<file path="src/rtl/adc_pkg.sv">
// adc_pkg: shared state type, widths and the millivolt scaling helper for adc_bcd_conv.
package adc_pkg;
  typedef enum logic [1:0] {ACC, SCALE, CONV, DONE} state_t;
  localparam int ADC_W = 8;
  localparam int MV_W = 12;
  localparam int BCD_W = 16;
  localparam int CONV_SHIFTS = MV_W;
  function automatic logic [MV_W-1:0] scale_mv(input logic [ADC_W-1:0] avg, input logic [MV_W-1:0] vref);
    logic [ADC_W+MV_W-1:0] p;
    p = {{MV_W{1'b0}}, avg} * {{ADC_W{1'b0}}, vref};
    return p[ADC_W+MV_W-1:ADC_W];
  endfunction
endpackage

</file>
<file path="src/rtl/bin2bcd_seq.sv">
// bin2bcd_seq: 12-bit sequential double-dabble; start loads bin, then one add-3/shift step per cycle.
module bin2bcd_seq import adc_pkg::*; (
  input  logic             clk,
  input  logic             rst,
  input  logic             start,
  input  logic [MV_W-1:0]  bin,
  output logic [BCD_W-1:0] bcd,
  output logic             done
);
  logic [BCD_W+MV_W-1:0] z, adj;
  logic [3:0] cnt;
  always_comb begin
    adj = z;
    for (int i = 0; i < BCD_W / 4; i++)
      adj[MV_W+4*i +: 4] = z[MV_W+4*i +: 4] >= 4'd5 ? z[MV_W+4*i +: 4] + 4'd3 : z[MV_W+4*i +: 4];
  end
  always_ff @(posedge clk) begin
    if (rst) begin
      z <= '0;
      cnt <= '0;
    end else if (start) begin
      z <= {{BCD_W{1'b0}}, bin};
      cnt <= 4'(CONV_SHIFTS);
    end else if (cnt != 4'd0) begin
      z <= adj << 1;
      cnt <= cnt - 4'd1;
    end
  end
  assign bcd = z[BCD_W+MV_W-1:MV_W];
  // high during the final shift so the caller can load the result on the next edge
  assign done = cnt == 4'd1;
endmodule

</file>
<file path="src/rtl/adc_bcd_conv.sv">
// adc_bcd_conv: ADC samples to millivolt BCD digits; define ADC_BCD_AVG_EN to average 2^AVG_LOG2 samples per window.
module adc_bcd_conv import adc_pkg::*; #(
  parameter int AVG_LOG2 = 2,
  parameter int VREF_MV = 3300
) (
  input  logic             clk,
  input  logic             rst,
  input  logic [ADC_W-1:0] sample,
  input  logic             sample_valid,
  output logic [3:0]       led0,
  output logic [3:0]       led1,
  output logic [3:0]       led2,
  output logic [3:0]       led3,
  output logic             digits_valid,
  output logic             busy,
  output logic             overrun
);
  state_t state;
  logic [ADC_W-1:0] avg;
  logic [BCD_W-1:0] bcd;
  logic done;
  if (AVG_LOG2 < 1 || AVG_LOG2 > 4 || VREF_MV < 1 || VREF_MV > 4095) begin : g_bad_param
    $error("adc_bcd_conv: parameter out of range");
  end
`ifdef ADC_BCD_AVG_EN
  logic [ADC_W+AVG_LOG2-1:0] acc;
  logic [AVG_LOG2-1:0] cnt;
  assign avg = acc[ADC_W+AVG_LOG2-1:AVG_LOG2];
`endif
  bin2bcd_seq u_bcd (
    .clk   (clk),
    .rst   (rst),
    .start (state == SCALE),
    .bin   (scale_mv(avg, 12'(VREF_MV))),
    .bcd   (bcd),
    .done  (done)
  );
  always_ff @(posedge clk) begin
    if (rst) begin
      state <= ACC;
      {led3, led2, led1, led0} <= '0;
      digits_valid <= 1'b0;
      busy <= 1'b0;
      overrun <= 1'b0;
`ifdef ADC_BCD_AVG_EN
      acc <= '0;
      cnt <= '0;
`else
      avg <= '0;
`endif
    end else begin
      digits_valid <= 1'b0;
      overrun <= sample_valid && busy;
      case (state)
        ACC: if (sample_valid) begin
`ifdef ADC_BCD_AVG_EN
          acc <= acc + (ADC_W+AVG_LOG2)'(sample);
          cnt <= cnt + 1'b1;
          if (&cnt) begin
            state <= SCALE;
            busy <= 1'b1;
          end
`else
          avg <= sample;
          state <= SCALE;
          busy <= 1'b1;
`endif
        end
        SCALE: begin
          state <= CONV;
`ifdef ADC_BCD_AVG_EN
          acc <= '0;
          cnt <= '0;
`endif
        end
        CONV: if (done) state <= DONE;
        DONE: begin
          {led3, led2, led1, led0} <= bcd;
          digits_valid <= 1'b1;
          busy <= 1'b0;
          state <= ACC;
        end
      endcase
    end
  end
endmodule

</file>
<file path="config.mk">
export PLATFORM = sky130hd
export DESIGN_NAME = adc_bcd_conv
export DESIGN_NICKNAME = d
export VERILOG_FILES = /design/src/rtl/adc_pkg.sv /design/src/rtl/bin2bcd_seq.sv /design/src/rtl/adc_bcd_conv.sv
export SDC_FILE = /design/constraint.sdc
export NUM_CORES = 1
export LEC_CHECK = 0
export CAP_MARGIN = 20
export CORE_MARGIN = 10
export CORE_UTILIZATION = 45
export DETAILED_ROUTE_END_ITERATION = 8
export MAX_ROUTING_LAYER = met4
export PLACE_DENSITY = 0.7
export SETUP_SLACK_MARGIN = 0.15
export SYNTH_ARGS = -nofsm -noshare
export SYNTH_HDL_FRONTEND = slang
export SYNTH_SLANG_ARGS = --single-unit
</file>
<file path="constraint.sdc">
create_clock -name clk -period 9.07 [get_ports clk]
set_input_delay 1.814 -clock clk [delete_from_list [all_inputs] [get_ports clk]]
set_output_delay 1.814 -clock clk [all_outputs]
set_load 0.01 [all_outputs]
</file>
==> impl_metrics.py <==
metrics = {
    "sta": {
        "setup_viol_count_final": 0,
        "slew_viol_final": 0,
        "relSlewSlack": 0.308,
        "hold_viol_final": 0,
        "rsz0062_at_grt": "false",
        "fin_crit_sh": 0.461,
        "tightest_slew_ns": 1.04,
        "fmax_ghz": 0.239,
        "fin_crit_ns": 4.18,
        "finClkSkew_ns": 0.0127,
        "setup_tns_ns": 0,
    },
    "finish": {
        "nNetsFinal": 576,
        "multi_input_area_mm2": 0.00266,
        "register_area_mm2": 0.00122,
        "diodes": 0,
        "fillers": 814,
        "drive_gt1_frac": 0.0560,
        "stdcell_count": 608,
        "fin_area_mm2": 0.00468,
        "syn2layout_area_growth_pct": 12.8,
    },
    "synthesis": {
        "synth_warnings": 0,
        "synthFlopType": "dfxtp_1",
        "ys_async_sr_fraction": 0,
        "synth_edf_count": 0,
        "synth-seq-cells": 61,
        "synth_area_mm2": 0.00415,
        "ys_types": 51,
        "seq_area_frac_synth": 0.294,
        "syn_nets": 556,
        "synth_area_per_cell_um2": 8.73,
        "synthCells": 475,
    },
    "clock_tree": {
        "cts.sinks": 61,
        "cts-buffers-inserted": 9,
        "root_buffer": "clkbuf_8",
        "clockBufferDepth": 2,
        "postCtsSetupRepairBufs": 0,
        "cts_resized": 0,
        "holdBufCountCts": 0,
        "clk_latency_ns": 0.34,
        "htreeDepth": 3,
        "cts_tree": "yes",
        "clk_pin_slew_ns": 0.07,
    },
    "drt": {
        "ant_nets": 0,
        "wl_per_cell_um": 13.5,
        "drt_iter0_drc": 138,
        "wirelength_um": 8240,
        "via_per_inst": 5.31,
        "route.detailed.drc": 0,
        "drtPass1Iterations": 4,
        "vias": 3228,
    },
    "setup_path": {
        "crit_path_end_kind": "register",
        "timing.rr.start": "avg[5]",
        "cp-start-kind": "register",
        "crit_type": "reg2reg",
        "r2r_end": "u_bcd.z[10]",
        "cp_max_fo": 6,
        "regToRegSetupSlack_ns": 4.89,
        "worstRegToRegCells": 14,
        "cp.required_ns": 9.29,
        "critPathArrivalTime_ns": 4.40,
    },
    "placement": {
        "postPlaceCellArea_mm2": 0.00448,
        "dpl.cell_count": 592,
        "gp_congestion": 0.846,
        "io_buffer_count": 29,
        "hpwl_um": 6360,
    },
    "power_and_ir_drop": {
        "leakage_nw": 2.03,
        "peakVddDrop_uv": 190,
        "cellPowerDensity_mw_per_mm2": 273,
    },
    "floorplanning": {
        "placeableCoreArea_mm2": 0.00885,
        "row_count": 34,
        "initial_core_util": 0.469,
        "die_y_um": 116,
        "die_w_um": 116,
        "design.portCount": 30,
        "die_area_mm2": 0.0135,
    },
    "global_routing": {
        "grt.total_usage": 0.135,
        "grt_pass1_wl_um": 14600,
        "grt_max_degree": 46,
        "antenna_found_initial": 0,
        "globalRouteOverflowTotal": 0,
        "grt_pass1_vias": 3214,
    },
    "flow_run": {
        "cap_violations": 0,
    },
    "status": {
        "status": "completed",
    },
    "hold_path": {
        "hold-path-cell-count": 2,
        "holdCritStartpoint": "u_bcd.z[11]",
        "min_to": "u_bcd.z[12]",
        "hp-class": "reg2reg",
    },
}
==> worst max-delay path: stages (launching register included) <==
cell and delay (ns):
dfxtp_1 0.38, fa_1 0.56, inv_1 0.05, fa_1 0.47, inv_1 0.05, fa_1 0.49, inv_1 0.05, fa_1 0.53
inv_1 0.04, ha_1 0.26, a21oi_1 0.32, o21ai_0 0.15, a221oi_1 0.37, nor2_1 0.10, a211o_1 0.24
==> flip-flops by register name, indices dropped and copies added, names as in the netlist, 2 cells and up <==
signal and count:
avg 8, led0 4, led1 4, led2 4
led3 4, state 2, u_bcd.cnt 4, u_bcd.z 28
==> area by class of cell <==
cell class / count / area share
multi-input combinational: 351 / 0.569
sequential: 61 / 0.261
timing repair buffer: 31 / 0.0652
inverter: 41 / 0.0329
clock buffer: 11 / 0.0302
tap: 108 / 0.0289
clock inverter: 5 / 0.0126
==> cells by family (layout without fill, tap and decap cells) <==
| logic type | after synthesis | after routing | share of synthesized area |
|---|---|---|---|
| and+or+nand+nor | 153 | 153 | 0.173 |
| AOI/OAI and AO/OA | 93 | 93 | 0.147 |
| adders and majority gates | 70 | 70 | 0.242 |
| buffers and inverters | 63 | 88 | 0.0633 |
| DFF | 61 | 61 | 0.294 |
| muxes | 23 | 23 | 0.0555 |
| xor gates and xnor gates | 12 | 12 | 0.0253 |
==> cell usage after synthesis (all sizes together) (3+ instances only) <==
cell type / n / area (µm²)
a211oi: 11 / 82.6
nand3: 19 / 95.1
xnor2: 9 / 78.8
mux2i: 23 / 230
nand2b: 5 / 31.3
nor2b: 3 / 18.8
a311oi: 3 / 26.3
a2111oi: 4 / 42.5
nand2: 53 / 199
a21oi: 41 / 209
and3: 5 / 31.3
nor3: 9 / 45.0
fa: 17 / 340
o21ai: 13 / 72.6
ha: 53 / 663
a21o: 8 / 60.1
clkbuf: 10 / 37.5
dfxtp: 61 / 1220
a31oi: 3 / 33.8
inv: 41 / 154
nor2: 41 / 154
buf: 12 / 71.3
xor2: 3 / 26.3
nor3b: 4 / 35.0
==> worst max path at each step <==
stage / startpoint / end
final: avg[5] / u_bcd.z[10]
after global routing: avg[5] / u_bcd.z[10]
after CTS: avg[5] / u_bcd.z[10]
after detailed placement: avg[5] / u_bcd.z[10]
after global placement: avg[5] / u_bcd.z[10]
after floorplan: avg[5] / u_bcd.z[10]
==> per-layer routing <==
layer  vias to the layer above  global-route usage  part of all wire
met3                         5              0.0331             0.036
met1                      1497               0.169              0.50
met2                        55               0.214              0.46
li1                       1671                   -                 -
met5                         -                   -                 0
met4                         0              0.0325            0.0059
==> report_power, final <==
group	internal, mW	switching, mW
clock	0.135	0.110
sequential	0.323	0.0499
combinational	0.256	0.402
total	0.714	0.562
==> layout by cell type, fill, tap and decap left out, types with 3 or more instances in the layout <==
cell type and n:
a311oi_1 3, nor2_1 41, nand2_1 53, mux2i_1 23
a21o_1 8, ha_1 53, nor3_1 9, a21oi_1 40
o21ai_0 10, dfxtp_1 61, nand3_1 19, nor2b_1 3
a211oi_1 11, nand2b_1 5, nor3b_1 3, clkbuf_8 10
xnor2_1 9, inv_1 40, clkdlybuf4s50_1 29, xor2_1 3
and3_1 5, fa_1 17
==> stage by stage <==
step	worst slack [ns]	hold slack, ns	utilization	total power [mW]
2_1_floorplan	5.18	0.437	-	0.907
3_3_place_gp	5.05	0.461	0.506	1.02
3_5_place_dp	4.89	0.465	0.506	1.04
4_1_cts	4.89	0.462	0.529	1.29
5_1_grt	4.64	0.488	0.529	1.40
6_report	4.89	0.464	0.529	1.28
No activity file was read; power rests on OpenSTA's default activity.
